`config.mk`:
```
export PLATFORM = sky130hd
export DESIGN_NAME = interface_hcsr04_multi
export DESIGN_NICKNAME = d
export VERILOG_FILES = /design/src/rtl/interface_hcsr04_multi.sv
export SDC_FILE = /design/constraint.sdc
export NUM_CORES = 1
export LEC_CHECK = 0
export ABC_AREA = 1
export CAP_MARGIN = 5
export CORE_MARGIN = 2
export CORE_UTILIZATION = 39
export DETAILED_ROUTE_END_ITERATION = 10
export PLACE_DENSITY = 0.62
export SETUP_SLACK_MARGIN = 0.2
export SYNTH_ARGS = -nofsm -noshare
export SYNTH_HDL_FRONTEND = slang
export SYNTH_SLANG_ARGS = --single-unit
```
`constraint.sdc`:
```
create_clock -name clock -period 3.29 [get_ports clock]
set_input_delay 0.658 -clock clock [delete_from_list [all_inputs] [get_ports clock]]
set_output_delay 0.658 -clock clock [all_outputs]
set_load 0.005 [all_outputs]
```
`src/rtl/interface_hcsr04_multi.sv`:
```
// Multi-channel HC-SR04 controller. One shared FSM and datapath trigger the selected
// sensor, time its echo, and store a channel-tagged width or timeout result.
module interface_hcsr04_multi #(
  parameter int N_CANAIS       = 4,
  parameter int W_CANAL        = 2,
  parameter int LARGURA_MEDIDA = 22,
  parameter int TRIGGER_CICLOS = 500,
  parameter int TIMEOUT_CICLOS = 1500000,
  parameter int PERIODO_AUTO   = 3000000
) (
  input  logic                      clock,
  input  logic                      reset,
  input  logic                      medir,
  input  logic                      modo,
  input  logic                      varredura,
  input  logic [W_CANAL-1:0]        canal_sel,
  input  logic [N_CANAIS-1:0]       echo,
  output logic [N_CANAIS-1:0]       trigger,
  output logic [LARGURA_MEDIDA-1:0] medida,
  output logic [W_CANAL-1:0]        canal_medida,
  output logic                      timeout,
  output logic                      pronto,
  output logic                      ocupado,
  output logic [3:0]                db_estado
);

  localparam int W_TRIG = $clog2(TRIGGER_CICLOS) + 1;
  localparam int W_TO   = $clog2(TIMEOUT_CICLOS) + 1;
  localparam int W_AUTO = $clog2(PERIODO_AUTO) + 1;
  localparam logic [W_TRIG-1:0] TRIG_FIM = W_TRIG'(TRIGGER_CICLOS - 1);
  localparam logic [W_TO-1:0]   TO_FIM   = W_TO'(TIMEOUT_CICLOS - 1);
  localparam logic [W_AUTO-1:0] AUTO_FIM = W_AUTO'(PERIODO_AUTO - 1);

  typedef enum logic [3:0] {
    INICIAL       = 4'h0,
    PREPARACAO    = 4'h1,
    ENVIA_TRIGGER = 4'h2,
    ESPERA_ECHO   = 4'h3,
    MEDIDA        = 4'h4,
    ARMAZENAMENTO = 4'h5,
    ESPERA_AUTO   = 4'h7,
    FINAL         = 4'hF
  } estado_t;

  estado_t state, state_next;

  logic [N_CANAIS-1:0]       echo_s1, echo_s2;
  logic [W_CANAL-1:0]        canal, canal_inicial;
  logic [W_TRIG-1:0]         trig_cnt;
  logic [W_TO-1:0]           to_cnt;
  logic [LARGURA_MEDIDA-1:0] width_cnt;
  logic [W_AUTO-1:0]         auto_cnt;
  logic                      flag;
  logic                      echo_canal;
  logic                      canal_ultimo;

  // Out-of-range channel requests fall back to channel 0.
  assign canal_inicial = (32'(canal_sel) < 32'(N_CANAIS)) ? canal_sel : '0;
  assign canal_ultimo  = (32'(canal) >= 32'(N_CANAIS - 1));
  assign echo_canal    = echo_s2[canal];

  always_ff @(posedge clock) begin
    if (!reset) state <= INICIAL;
    else        state <= state_next;
  end

  always_comb begin
    state_next = state;
    db_estado  = state;
    trigger    = '0;
    pronto     = 1'b0;
    ocupado    = 1'b1;
    case (state)
      INICIAL: begin
        ocupado = 1'b0;
        if (modo)       state_next = ESPERA_AUTO;
        else if (medir) state_next = PREPARACAO;
      end
      ESPERA_AUTO: begin
        ocupado = 1'b0;
        if (!modo)                 state_next = INICIAL;
        else if (auto_cnt == AUTO_FIM) state_next = PREPARACAO;
      end
      PREPARACAO: state_next = ENVIA_TRIGGER;
      ENVIA_TRIGGER: begin
        trigger[canal] = 1'b1;
        if (trig_cnt == TRIG_FIM) state_next = ESPERA_ECHO;
      end
      ESPERA_ECHO: begin
        if (echo_canal)            state_next = MEDIDA;
        else if (to_cnt == TO_FIM) state_next = ARMAZENAMENTO;
      end
      MEDIDA: begin
        if (to_cnt >= TO_FIM || !echo_canal) state_next = ARMAZENAMENTO;
      end
      ARMAZENAMENTO: state_next = FINAL;
      FINAL: begin
        pronto = 1'b1;
        if (varredura && !canal_ultimo) state_next = PREPARACAO;
        else if (modo)                  state_next = ESPERA_AUTO;
        else                            state_next = INICIAL;
      end
      default: begin
        state_next = INICIAL;
        db_estado  = 4'hE;
      end
    endcase
  end

  // Timeout uses >= in MEDIDA so an echo arriving on the last window cycle cannot wrap the counter.
  always_ff @(posedge clock) begin
    if (!reset) begin
      echo_s1      <= '0;
      echo_s2      <= '0;
      canal        <= '0;
      trig_cnt     <= '0;
      to_cnt       <= '0;
      width_cnt    <= '0;
      auto_cnt     <= '0;
      flag         <= 1'b0;
      medida       <= '0;
      canal_medida <= '0;
      timeout      <= 1'b0;
    end else begin
      echo_s1 <= echo;
      echo_s2 <= echo_s1;
      case (state)
        INICIAL: begin
          auto_cnt <= '0;
          if (state_next != INICIAL) canal <= varredura ? '0 : canal_inicial;
        end
        ESPERA_AUTO: begin
          auto_cnt <= auto_cnt + 1'b1;
          if (state_next == PREPARACAO) canal <= varredura ? '0 : canal_inicial;
        end
        PREPARACAO: begin
          trig_cnt  <= '0;
          to_cnt    <= '0;
          width_cnt <= '0;
          flag      <= 1'b0;
        end
        ENVIA_TRIGGER: trig_cnt <= trig_cnt + 1'b1;
        ESPERA_ECHO: begin
          to_cnt <= to_cnt + 1'b1;
          if (echo_canal)            width_cnt <= LARGURA_MEDIDA'(1);
          else if (to_cnt == TO_FIM) flag <= 1'b1;
        end
        MEDIDA: begin
          to_cnt <= to_cnt + 1'b1;
          if (to_cnt >= TO_FIM)                     flag <= 1'b1;
          else if (echo_canal && width_cnt != '1) width_cnt <= width_cnt + 1'b1;
        end
        ARMAZENAMENTO: begin
          medida       <= flag ? '1 : width_cnt;
          canal_medida <= canal;
          timeout      <= flag;
        end
        FINAL: begin
          auto_cnt <= '0;
          if (varredura && !canal_ultimo) canal <= canal + 1'b1;
        end
        default: ;
      endcase
    end
  end

endmodule

```
; ---- Word-level counts from Yosys, hierarchy flattened
; Index checks and enable logic that the tools add are counted.
[classes]
addsub = 5
magnitude_cmp = 4
eq_ne = 21
n_mux = 36
reduce_logical = 20
[ops]
columns = operator, count
row1 = 2-to-1 mux 22 bit, 4
row2 = one-hot mux 22 bit (3 select lines), 1
row3 = one-hot mux 23 bit (2 select lines), 1
row4 = "adder 22 x 1 -> 22 bit, second input constant", 2
row5 = one-hot mux 22 bit (2 select lines), 1
row6 = 2-to-1 mux 4 bit, 10
row7 = one-hot mux 4 bit (8 select lines), 1
row8 = "adder 23 x 1 -> 23 bit, second input constant", 1
row9 = "== test 23 x 22 -> 1 bit, second input constant", 1
row10 = "== test 22 x 21 -> 1 bit, second input constant", 1
row11 = "greater-or-equal comparator 22 x 21 -> 1 bit, second input constant", 1
row12 = "inequality test 22 bit, second input constant", 1
row13 = one-hot mux 10 bit (2 select lines), 1
row14 = "inequality test 2 bit, second input constant", 9
row15 = "== test 4 x 3 -> 1 bit, second input constant", 3
row16 = AND reduction 4 bit, 3
row17 = "adder 10 x 1 -> 10 bit, second input constant", 1
row18 = "== test 10 x 9 -> 1 bit, second input constant", 1
row19 = "== test 4 x 1 -> 1 bit, second input constant", 2
row20 = "== test 4 x 2 -> 1 bit, second input constant", 2
row21 = 2-to-1 mux 2 bit, 4
row22 = OR reduction 8 bit, 1
row23 = 2-to-1 mux 1 bit, 7
row24 = 2-to-1 mux 3 bit, 2
row25 = 17 further kinds, 25
[totals]
regBits = 117
inputBits = 11
out_inout_bits = 35
elab_cells = 98

; ---- Longest topological paths before layout
[logic_depth]
ltp_word = 9
depth_mapped = 17
depth_no_buf = 17

; ---- Worst setup path before layout
; Ideal clock, no wire load.
[synth_timing]
path_kind = reg-to-output
from = reg state[0]
to = out db_estado[1]
t_arrival_ps = 1433
required_time_ps = 2632
path_slack_ps = 1199
stages_incl_launch_ff = 10
n_path_buf = 1
cell_sequence = dfxtp_1 > nor2_2 > nand2_4 > inv_2 > nor2_4 > inv_4 > buf_6 > nor4_1 > inv_1 > nand2_1
[synth_between]
elab_chain_cells = 3
elab_cells_between_ends = 10
cone_classes = eq/ne (7) / mux (1) / reduce/logical (2)
[synth_rtl]
columns = element, line
row1 = start: declaration, 45  ; estado_t state, state_next;
row2 = start signal: assignment, 64  ; else state <= state_next;
row3 = "== test 4 bit, or another cell as far along", 73  ; case (state)
row4 = OR reduction 8 bit (no line) *, -
row5 = 2-to-1 mux 4 bit *, 73
row6 = end: declaration, 24  ; output logic [3:0] db_estado
; Mark *: on every way between the ends. The rest lies on a longest branch, timed or not.

; ---- Worst setup path in the final report
[layout_timing]
from = reg state[2]
to = out db_estado[3]
; Same word-level chain as after synthesis.

==> results.md <==
* Status: completed
* Die width at 129 um
* Yosys top cell by area: dfxtp_1
* First-pass GRT wire length at 25600 um
* Setup violators final at 0
* Antenna Violating Nets Remaining at 0
* CTS Buf Count at 17
* DR vias at 5773
* Hold-fix buffers, CTS at 0
* Critical path endpoint category: primary output
* CTS Buffer Depth at 2
* RSZ-0062 raised after global routing: false
* Initial antenna violation count at 0
* Netlist cell types at 51
* Worst setup path start: state[2]$_SDFF_PN0_
* Area contributors post-synth: dfxtp_1 (38%), nand2_1 (10%), inv_1 (6.8%), a21oi_1 (5.8%), nor2_1 (5.7%)
* CP Max Fanout at 20
* Mean post-synth cell area at 7.02 um^2
* Antenna cells at 0
* Iter 0 DRT Violations at 362
* # nets final at 944
* Post-DR vias/cell at 5.02
* Routed met2 length at 7170 um
* Largest net degree at the start of global routing at 48
* Starting density of the core at 0.400
* Seq. cell area at 2350 um^2
* Crit path time final at 2.94 ns
* Ys flop type: dfxtp_1
* Metal1 wirelength at 7310 um
* IO Pins at 46
* Share of post-route cells with drive strength above 1 at 0.103
* Fin Clk Skew at 0.0112 ns
* Post-DP Area at 6770 um^2
* CTS tree: built
* H-tree levels at 4
* Ys Warns at 0
* Slew Limit Fails at 0
* CP delay by family, top: buffers and inverters
* Num rows at 45
* GRT Total Usage at 0.190
* GPL Wtd Cong at 0.912
* Final design utilization at 0.488
* Count leader, synth: nand2_1
* Period utilisation layout at 0.895
* Largest stage delay on the critical path at 0.50 ns
* Worst Max-Slew Pin Slew at 0.674 ns
* Synth async-reset ratio at 0
* Fmax at 340 MHz
* Setup WS post-layout at 0.347 ns
* Critical path arrival at 2.29 ns
* Number of standard cells in the final layout excluding fillers at 1149
* Static leakage at 2.85 nW
* WP buf/inv at 5
* Routed wl met3 at 543 um
* Clk sinks at 117
* Die Height at 129 um
* Syn_nets at 889
* Minimum hold slack at 0.406 ns
* Vias in the first global route at 5395
* Post-synthesis sequential area ratio at 0.384
* Min-Delay Path Class: reg -> reg
* Post-Syn Instances at 870
* Area occupied by multi-input gates at 3190 um^2
* Synth top cells by count: nand2_1 (162), dfxtp_1 (117), inv_1 (111), nor2_1 (92), a21oi_1 (71)
* WS Path Type: reg -> out
* # port buffers at 45
* Area grow syn2layout at 22.0%
* Flops & latches, synth at 117
* Routed WL at 15200 um
* Critical path, cell by cell: inv_2 -> nor2_2 -> nand2_4 -> inv_4 -> nor2_4 -> inv_6 -> nor4_4 -> inv_1 -> nand2_1 -> clkdlybuf4s50_1
* Kind of start point of the critical path: flop
* # fillers at 1551
* Slew headroom at 0.548
* Post-synth EDFFs at 0
* CTS clock-pin slew for the worst setup and hold paths at 0.06 ns
* RR Startpoint: state[2]$_SDFF_PN0_
* Pwr/cell area at 691 nW/um^2
* Pre-CTS WS at 0.483 ns
* Die ar. at 16700 um^2
* DRC at 0
* Crit path max-delay cell type: clkdlybuf4s50_1
* Hold Violations, Final at 0
* Cell Area, Synth at 6100 um^2
* Latest clock arrival within the worst-skew pair at 0.42 ns
* Placed Cells at 1113
* Setup TNS at 0 ns
* Hpwl dp at 11000 um
* Post-synth top area share at 0.384
* Core Region at 15300 um^2
* Hold path startpoint: echo_s1[2]$_SDFF_PN0_
* Critical Path RT at 2.63 ns
* Root Driver: clkbuf_16
* Drt pass-1 iters at 4
* Design Area, Final at 7450 um^2
* Highest routed layer: met4
* Grt total ovfl at 0
* Wirelength per Cell at 13.2 um
* Power, Total at 5.14 mW
* Max Cap Violations at 0
* Peak VDD IR at 0.000452 V
## metal layers
metal / up-vias / global-route usage
met5: - / 0
li1: 3016 / -
met2: 97 / 0.314
met4: 0 / 0.0601
met1: 2647 / 0.246
met3: 13 / 0.0442
## cells in the final DEF (no fill, tap or decap), drive strengths merged, types with 2 or more instances in the layout
cell and instances:
a21oi 71, xor2 8, a31oi 5, nor3 49, clkbuf 21, a22oi 4, and3 2, o21ai 59
nor2 103, bufinv 3, nand4 22, nor4 8, dfxtp 117, nand2 171, a311oi 4, a221oi 4
clkdlybuf4s50 45, buf 14, o31ai 7, o21a 2, o22ai 2, inv 123, ha 8, o211ai 2
a211oi 8, nand3 57, nand3b 2, clkinv 9
## logic make-up (layout without fill, tap and decap cells)
| group | Yosys count | after routing | share of synthesized area |
|---|---|---|---|
| xor+xnor | 9 | 9 | 0.0129 |
| simple gates | 416 | 416 | 0.329 |
| flops | 117 | 117 | 0.384 |
| buf+inv | 147 | 215 | 0.0974 |
| compound gates | 173 | 173 | 0.160 |
| fa+ha+maj | 8 | 8 | 0.0164 |
## registers in the layout, indices dropped and copies added (netlist names)
register / flops
canal: 2
to_cnt: 22
echo_s1: 4
canal_medida: 2
timeout: 1
auto_cnt: 23
echo_s2: 4
flag: 1
width_cnt: 22
trig_cnt: 10
medida: 22
state: 4
## power breakdown
part	total (mW)	internal [mW]	switching [mW]	leakage, nW
clock network	1.92	1.25	0.667	0.307
registers	1.62	1.53	0.0921	0.948
logic	1.60	0.576	1.03	1.60
total	5.14	3.36	1.79	2.85
## final cells by class
type	instances	share of cell area
tap	211	0.0355
sequential	117	0.315
multi-input combinational	606	0.428
timing repair buffer	59	0.0746
clock buffer	21	0.0632
inverter	124	0.0637
clock inverter	11	0.0200
## repair_timing
action                                  in CTS  in global routing
setup buffers                                0                  4
endpoints found under the hold margin        0                  0
endpoints found under the setup margin       3                  3
pin swaps                                    1                  2
resized for setup                            4                  4
## worst paths after layout
kind,slack [ns],to,depth (start not counted)
setup / recovery,0.35,db_estado[3],10
hold / removal,0.41,echo_s2[2]$_SDFF_PN0_,2
setup reg to reg,0.96,width_cnt[20]$_SDFFE_PN0P_,12
hold reg to reg,0.41,echo_s2[2]$_SDFF_PN0_,2
## worst reg2reg max path: stages (launching register included)
cell and delay (ns):
dfxtp_1 0.36, inv_2 0.09, nor2_2 0.17, nand2_4 0.08, inv_4 0.13, nor2_4 0.07, inv_6 0.16, nor2_4 0.10
inv_2 0.07, nand4_2 0.31, inv_2 0.40, nand4_1 0.12, and3_1 0.18
No activity file was read; power rests on OpenSTA's default activity.
